<file path="src/rtl/rv32_pkg.sv">
// rtl/rv32_pkg.sv - shared RV32I constants and LSU state type
package rv32_pkg;

    // Load/store width encodings from instruction[14:12]
    localparam logic [2:0] F3_B  = 3'd0;
    localparam logic [2:0] F3_H  = 3'd1;
    localparam logic [2:0] F3_W  = 3'd2;
    localparam logic [2:0] F3_BU = 3'd4;
    localparam logic [2:0] F3_HU = 3'd5;

    // Major opcode field instruction[6:2]
    localparam logic [4:0] OP_LOAD  = 5'b00000;
    localparam logic [4:0] OP_STORE = 5'b01000;

    // Error causes reported on err_cause_o
    localparam logic [1:0] ERR_MISALIGNED = 2'b01;
    localparam logic [1:0] ERR_ILLEGAL    = 2'b10;
    localparam logic [1:0] ERR_TIMEOUT    = 2'b11;

    typedef enum logic [1:0] {
        ST_IDLE = 2'd0,
        ST_REQ  = 2'd1,
        ST_WAIT = 2'd2,
        ST_RESP = 2'd3
    } lsu_state_e;

endpackage

</file>
<file path="src/rtl/lsu_align.sv">
// rtl/lsu_align.sv - byte enables, store lane replication, access checks, load extraction
module lsu_align
    import rv32_pkg::*;
(
    input  logic        i_load,
    input  logic [2:0]  i_fun3,
    input  logic [1:0]  i_addr_lo,
    input  logic [31:0] i_wdata,
    input  logic [31:0] i_rdata,
    output logic [3:0]  o_be,
    output logic [31:0] o_wdata,
    output logic        o_misaligned,
    output logic        o_illegal,
    output logic [31:0] o_rdata_ext
);

    logic [31:0] w_shifted;

    // Bring the addressed byte/half down to bit 0 before extension
    assign w_shifted = i_rdata >> {i_addr_lo, 3'b000};

    // Decode access width; unsigned widths exist only for loads
    always_comb begin
        o_be         = 4'b0000;
        o_wdata      = i_wdata;
        o_misaligned = 1'b0;
        o_illegal    = 1'b0;
        o_rdata_ext  = w_shifted;
        case (i_fun3)
            F3_B: begin
                o_be        = 4'b0001 << i_addr_lo;
                o_wdata     = {4{i_wdata[7:0]}};
                o_rdata_ext = {{24{w_shifted[7]}}, w_shifted[7:0]};
            end
            F3_H: begin
                o_be         = 4'b0011 << i_addr_lo;
                o_wdata      = {2{i_wdata[15:0]}};
                o_misaligned = i_addr_lo[0];
                o_rdata_ext  = {{16{w_shifted[15]}}, w_shifted[15:0]};
            end
            F3_W: begin
                o_be         = 4'b1111;
                o_misaligned = |i_addr_lo;
                o_rdata_ext  = i_rdata;
            end
            F3_BU: begin
                o_be        = 4'b0001 << i_addr_lo;
                o_illegal   = ~i_load;
                o_rdata_ext = {24'd0, w_shifted[7:0]};
            end
            F3_HU: begin
                o_be         = 4'b0011 << i_addr_lo;
                o_illegal    = ~i_load;
                o_misaligned = i_addr_lo[0];
                o_rdata_ext  = {16'd0, w_shifted[15:0]};
            end
            default: begin
                o_illegal = 1'b1;
            end
        endcase
    end

endmodule

</file>
<file path="src/rtl/lsu_ctrl.sv">
// rtl/lsu_ctrl.sv - single-outstanding load/store sequencer for the RV32I data port
module lsu_ctrl
    import rv32_pkg::*;
#(
    parameter int TIMEOUT = 16
) (
    input  logic        clk_i,
    input  logic        rst_i,
    input  logic        req_valid_i,
    output logic        req_ready_o,
    input  logic        req_load_i,
    input  logic [2:0]  req_fun3_i,
    input  logic [31:0] req_addr_i,
    input  logic [31:0] req_wdata_i,
    input  logic [4:0]  req_rd_i,
    output logic        mem_req_o,
    output logic        mem_we_o,
    output logic [3:0]  mem_be_o,
    output logic [31:0] mem_addr_o,
    output logic [31:0] mem_wdata_o,
    input  logic        mem_gnt_i,
    input  logic        mem_rvalid_i,
    input  logic [31:0] mem_rdata_i,
    output logic        wb_valid_o,
    output logic [4:0]  wb_rd_o,
    output logic [31:0] wb_data_o,
    output logic        err_valid_o,
    output logic [1:0]  err_cause_o,
    output logic [31:0] err_addr_o,
    output logic        busy_o
);

    localparam int CNT_W = (TIMEOUT > 2) ? $clog2(TIMEOUT) : 1;
    localparam logic [CNT_W-1:0] CNT_LAST = CNT_W'(TIMEOUT - 1);

    lsu_state_e     r_state;
    logic           r_ready;
    logic           r_load;
    logic [2:0]     r_fun3;
    logic [31:0]    r_addr;
    logic [4:0]     r_rd;
    logic [CNT_W-1:0] r_cnt;
    logic           r_mem_req;
    logic           r_mem_we;
    logic [3:0]     r_mem_be;
    logic [31:0]    r_mem_addr;
    logic [31:0]    r_mem_wdata;
    logic           r_wb_valid;
    logic [4:0]     r_wb_rd;
    logic [31:0]    r_wb_data;
    logic           r_err_valid;
    logic [1:0]     r_err_cause;
    logic [31:0]    r_err_addr;

    logic           w_accept;
    logic           w_sel_load;
    logic [2:0]     w_sel_fun3;
    logic [1:0]     w_sel_addr_lo;
    logic [3:0]     w_be;
    logic [31:0]    w_wdata;
    logic           w_misaligned;
    logic           w_illegal;
    logic [31:0]    w_rdata_ext;

    assign w_accept = req_valid_i & r_ready;

    // Checks run on the incoming request in IDLE so errors pulse one cycle after accept;
    // afterwards the latched access drives load extraction.
    assign w_sel_load    = (r_state == ST_IDLE) ? req_load_i      : r_load;
    assign w_sel_fun3    = (r_state == ST_IDLE) ? req_fun3_i      : r_fun3;
    assign w_sel_addr_lo = (r_state == ST_IDLE) ? req_addr_i[1:0] : r_addr[1:0];

    lsu_align u_align (
        .i_load       (w_sel_load),
        .i_fun3       (w_sel_fun3),
        .i_addr_lo    (w_sel_addr_lo),
        .i_wdata      (req_wdata_i),
        .i_rdata      (mem_rdata_i),
        .o_be         (w_be),
        .o_wdata      (w_wdata),
        .o_misaligned (w_misaligned),
        .o_illegal    (w_illegal),
        .o_rdata_ext  (w_rdata_ext)
    );

    // Sequencer: accept/check, hold request until grant, wait for data with timeout, respond
    always_ff @(posedge clk_i) begin
        if (rst_i) begin
            r_state     <= ST_IDLE;
            r_ready     <= 1'b1;
            r_load      <= 1'b0;
            r_fun3      <= 3'd0;
            r_addr      <= 32'd0;
            r_rd        <= 5'd0;
            r_cnt       <= '0;
            r_mem_req   <= 1'b0;
            r_mem_we    <= 1'b0;
            r_mem_be    <= 4'd0;
            r_mem_addr  <= 32'd0;
            r_mem_wdata <= 32'd0;
            r_wb_valid  <= 1'b0;
            r_wb_rd     <= 5'd0;
            r_wb_data   <= 32'd0;
            r_err_valid <= 1'b0;
            r_err_cause <= 2'd0;
            r_err_addr  <= 32'd0;
        end else begin
            r_wb_valid  <= 1'b0;
            r_err_valid <= 1'b0;
            case (r_state)
                ST_IDLE: begin
                    if (w_accept) begin
                        r_load <= req_load_i;
                        r_fun3 <= req_fun3_i;
                        r_addr <= req_addr_i;
                        r_rd   <= req_rd_i;
                        if (w_illegal || w_misaligned) begin
                            r_err_valid <= 1'b1;
                            r_err_cause <= w_illegal ? ERR_ILLEGAL : ERR_MISALIGNED;
                            r_err_addr  <= req_addr_i;
                        end else begin
                            r_state     <= ST_REQ;
                            r_ready     <= 1'b0;
                            r_mem_req   <= 1'b1;
                            r_mem_we    <= ~req_load_i;
                            r_mem_be    <= w_be;
                            r_mem_addr  <= {req_addr_i[31:2], 2'b00};
                            r_mem_wdata <= w_wdata;
                        end
                    end
                end
                ST_REQ: begin
                    if (mem_gnt_i) begin
                        r_mem_req <= 1'b0;
                        r_cnt     <= '0;
                        if (r_load) begin
                            r_state <= ST_WAIT;
                        end else begin
                            r_state <= ST_IDLE;
                            r_ready <= 1'b1;
                        end
                    end
                end
                ST_WAIT: begin
                    if (mem_rvalid_i) begin
                        r_wb_valid <= 1'b1;
                        r_wb_rd    <= r_rd;
                        r_wb_data  <= w_rdata_ext;
                        r_state    <= ST_RESP;
                    end else if (r_cnt == CNT_LAST) begin
                        r_err_valid <= 1'b1;
                        r_err_cause <= ERR_TIMEOUT;
                        r_err_addr  <= r_addr;
                        r_state     <= ST_IDLE;
                        r_ready     <= 1'b1;
                    end else begin
                        r_cnt <= r_cnt + 1'b1;
                    end
                end
                ST_RESP: begin
                    r_state <= ST_IDLE;
                    r_ready <= 1'b1;
                end
                default: begin
                    r_state <= ST_IDLE;
                    r_ready <= 1'b1;
                end
            endcase
        end
    end

    assign req_ready_o = r_ready;
    assign busy_o      = ~r_ready;
    assign mem_req_o   = r_mem_req;
    assign mem_we_o    = r_mem_we;
    assign mem_be_o    = r_mem_be;
    assign mem_addr_o  = r_mem_addr;
    assign mem_wdata_o = r_mem_wdata;
    assign wb_valid_o  = r_wb_valid;
    assign wb_rd_o     = r_wb_rd;
    assign wb_data_o   = r_wb_data;
    assign err_valid_o = r_err_valid;
    assign err_cause_o = r_err_cause;
    assign err_addr_o  = r_err_addr;

endmodule

</file>
<file path="config.mk">
export PLATFORM = sky130hd
export DESIGN_NAME = lsu_ctrl
export DESIGN_NICKNAME = d
export VERILOG_FILES = /design/src/rtl/rv32_pkg.sv /design/src/rtl/lsu_align.sv /design/src/rtl/lsu_ctrl.sv
export SDC_FILE = /design/constraint.sdc
export NUM_CORES = 1
export LEC_CHECK = 0
export ABC_AREA = 1
export BUFFER_PORTS_ARGS = -buffer_cell sky130_fd_sc_hd__buf_2
export CAP_MARGIN = 20
export CORE_AREA = 2 2 108 214
export DETAILED_ROUTE_END_ITERATION = 7
export DIE_AREA = 0 0 110 216
export SYNTH_ARGS = -nofsm -noshare
export SYNTH_HDL_FRONTEND = slang
export SYNTH_HIERARCHICAL = 1
export SYNTH_SLANG_ARGS = --single-unit
</file>
<file path="constraint.sdc">
create_clock -name clk_i -period 5.9 [get_ports clk_i]
set_input_delay 0.295 -clock clk_i [delete_from_list [all_inputs] [get_ports clk_i]]
set_output_delay 0.295 -clock clk_i [all_outputs]
set_load 0.05 [all_outputs]
</file>
==> metrics.log <==
INFO  metric clock_tree.htree_level_count = 4
INFO  metric post_cts_resized = 0
INFO  metric critPathLaunchType = flip-flop
INFO  metric gr-usage-met2 = a little over two fifths
INFO  metric timing.final.crit_share = roughly 63%
INFO  metric die_area = approximately 24,000 µm²
INFO  metric reg2reg_from = r_state[0]
INFO  metric timing.rr.end = mem_wdata_o[30]
INFO  metric initial_core_utilization = between 40% and 50%
INFO  metric critPathMaxStageDelay = 690 ps
INFO  metric power.internal = just over 3 mW
INFO  metric grtUsageTotal = about 24%
INFO  metric grt_pass1_wl = between 40,000 and 50,000 µm
INFO  metric ant_nets = 0
INFO  metric core = ~22,000 µm²
INFO  metric finish.net_count = approximately 1,600
INFO  metric first_global_vias = between 8,000 and 9,000
INFO  metric crit_required = between 6000 and 7000 ps
INFO  metric final_period_minus_worst_setup_slack = about 3700 ps
INFO  metric power_frac_seq = 27.9%
INFO  metric numCtsBuffers = 17
INFO  metric buffer_depth_of_the_longest_clock_path = 2
INFO  metric combinational_power_share = around 54%
INFO  metric place.detailed.hpwl = 20,000 µm
INFO  metric drv_slew = 0
INFO  metric global_route.usage.met1 = between 20% and 30%
INFO  metric finish.utilization = roughly 48%
INFO  metric maximum_net_fanout_on_the_critical_path = roughly 70
INFO  metric drc_errors = 0
INFO  metric reg2regPathDepth = 11
INFO  metric netlist_top_cells_area = dfxtp_1 (42%), nand2_1 (14%), a21oi_1 (8.2%), nand3_1 (8.0%), o21ai_0 (6.9%)
INFO  metric num_rows = just under 80
INFO  metric final_wl = between 20,000 and 30,000 µm
INFO  metric total_switching_power = 3.28 mW
INFO  metric worst-r2r-setup-slack = roughly 2200 ps
INFO  metric fp.dieH = around 220 µm
INFO  metric cp.arrival = around 4100 ps
INFO  metric overflow = 0
INFO  metric fmax = 0.268 GHz
INFO  metric report.final.setup_viol = 0
INFO  metric run_status = complete, no violations
INFO  metric ys_seq_elements = 189
INFO  metric criticalPathCategory = flip-flop to flip-flop
INFO  metric asyncSetResetFlopFracSynth = 0%
INFO  metric cellPowerDensity = just under 600 nW/µm²
INFO  metric worst-slew-pin-transition = around 1000 ps
INFO  metric maxSlewHeadroom = 31.0%
INFO  metric post_route_cells_drive_above_1_share = roughly 22%
INFO  metric vias_per_cell = around 5.1
INFO  metric critPathCaptureType = flip-flop
INFO  metric clkLatencyLatePin = around 450 ps
INFO  metric post_cts_buffers = 0
INFO  metric fillerInstances = approximately 2,300
INFO  metric clock_sink_count = 189
INFO  metric fin_tns_setup = 0 ps
INFO  metric clockPowerShare = between 10% and 20%
INFO  metric synth_largest_area_cell = dfxtp_1
INFO  metric chain_of_cells_forming_the_critical_path = nor2_4, o21ai_0, inv_2, nor2_8, inv_2, o21ai_0, nor2_4, buf_4, nand2_4, nand2_1, a21oi_1
INFO  metric hold_path_end = r_rd[2]
INFO  metric grt_setup_unrepaired = no
INFO  metric hold_class = input pin to flip-flop
INFO  metric holdWs = between 60 and 70 ps
INFO  metric io_pins = roughly 260
INFO  metric globalRouteMet3Util = 6.80%
INFO  metric synth_warnings = 6
INFO  metric synth_seq_area_share = a little over two fifths
INFO  metric synthDominantCellAreaShare = between 40% and 50%
INFO  metric mostFrequentLayoutCell = nand2_1
INFO  metric area_of_the_mapped_netlist = approximately 9000 µm²
INFO  metric grt_antenna_before_repair = 5
INFO  metric synthCells = between 1,000 and 1,500
INFO  metric whs_path_depth = 3
INFO  metric most-common-layout-cells = nand2_1 (342), buf_2 (251), dfxtp_1 (189), a21oi_1 (146), nand3_1 (142)
INFO  metric clk_pin_slew = around 70 ps
INFO  metric largest_net_degree_at_the_start_of_global_routing = 81
INFO  metric floorplan.die.width = about 110 µm
INFO  metric synth_area_per_cell = a little under 7 µm²
INFO  metric power_leakage = 4.99 nW
INFO  metric switching_share_of_power = 52.0%
INFO  metric detail_route.first_pass.iterations = 6
INFO  metric finalHoldViolations = 0
INFO  metric synthFlopType = dfxtp_1
INFO  metric clock_skew = between 9 and 10 ps
INFO  metric ctsRootBufferMaster = clkbuf_16
INFO  metric vdd_ir_drop_max = between 0.0003 and 0.0004 V
INFO  metric drt_iter0_drc = between 500 and 600
INFO  metric holdCritStartpoint = req_rd_i[2]
INFO  metric gr-max-usage-layer = met2
INFO  metric synth_enable_flop_cells = 0
INFO  metric max_cap_violations = 0
INFO  metric critPathSlowestCell = nand2_4
INFO  metric wl_per_cell = 16.3 µm
INFO  metric netlist-cell-type-count = 31
INFO  metric vias = 9,098
INFO  metric cts_hold_repair.buffers = 0
INFO  metric finalPower = 6.30 mW
INFO  metric global_placement_routability_congestion = slightly above 0.9
INFO  metric tritoncts = done
INFO  metric place.port_buffers = approximately 250
INFO  metric areaGrowthSynthToFinish = 19.0%
==> metal layers <==
layer  vias up  share of wire, %
li1       4584                 -
met1      4152                38
met2       283                52
met3        75               6.5
met4         4               4.3
met5         -             0.080
==> cell type report <==
class / count / area [µm²] / share of cell area (%)
multi-input combinational: 918 / 4210 / 39.7
sequential: 189 / 3780 / 35.7
timing repair buffer: 261 / 1340 / 12.7
clock buffer: 20 / 457 / 4.31
tap: 276 / 345 / 3.26
inverter: 89 / 339 / 3.20
clock inverter: 11 / 118 / 1.11
antenna: 3 / 7.51 / 0.0708
==> kinds of logic after synthesis <==
logic type               Yosys count  synth area share, %
buffers and inverters            193                 10.5
AO/OA/AOI/OAI                    291                 16.7
adder cells (fa/ha/maj)            1                0.140
other                              1               0.0421
AND/OR/NAND/NOR                  624                 30.2
flip-flops                       189                 42.4
==> registers in the layout, indices dropped and copies added, names as in the netlist, 2 cells and up <==
register     cells
r_addr          32
r_cnt            4
err_cause_o      2
wb_rd_o          5
r_state          2
wb_data_o       32
mem_be_o         4
r_rd             5
mem_wdata_o     32
mem_addr_o      30
r_fun3           3
err_addr_o      32
==> Yosys cell counts, types with 2 or more instances <==
cell type and number:
a21oi_1 146, buf_2 32, buf_4 16, buf_6 14, clkbuf_1 42, dfxtp_1 189
inv_1 76, inv_2 12, nand2_1 342, nand2_4 6, nand3_1 142, nand3b_1 2
nand4_1 18, nor2_1 102, nor2_2 3, nor2_4 5, o211ai_1 7, o21ai_0 123
o21ai_1 9, o21ai_2 2
==> stage by stage <==
stage / setup WS, ps / std cells / area [µm²]
detailed placement: 2180 / 1733 / 10000
global route: 1800 / 1767 / 10600
global placement: 2270 / 1732 / 10000
floorplan: 3170 / 1300 / 8920
CTS: 2140 / 1764 / 10600
finish: 2160 / 1767 / 10600
==> power by group through the flow <==
stage                     Sequential [mW]  Clock [mW]  Combinational (mW)
final                                1.75        1.15                3.39
after global routing                 1.79        1.23                3.72
after global placement               1.77           0                3.40
after CTS                            1.76        1.19                3.42
after detailed placement             1.78           0                3.42
after floorplan                      2.52           0                1.94
==> worst max-delay path: cells and delay by family, from the launching register on <==
| kind | cells | cell delay (ps) |
|---|---|---|
| AND/OR/NAND/NOR | 5 | 1370 |
| AO/OA/AOI/OAI | 3 | 920 |
| buffers and inverters | 3 | 790 |
| flip-flops | 1 | 490 |
==> worst max-delay path by stage <==
stage,startpoint,endpoint,slack (ps)
final,r_state[0],mem_wdata_o[30],2160
after global routing,r_state[0],mem_wdata_o[0],1800
after CTS,r_state[0],mem_wdata_o[21],2140
after detailed placement,r_state[0],mem_wdata_o[21],2180
after global placement,r_state[0],mem_addr_o[8],2270
after floorplan,r_state[0],err_addr_o[10],3170
Power figures use the tool's default switching activity.
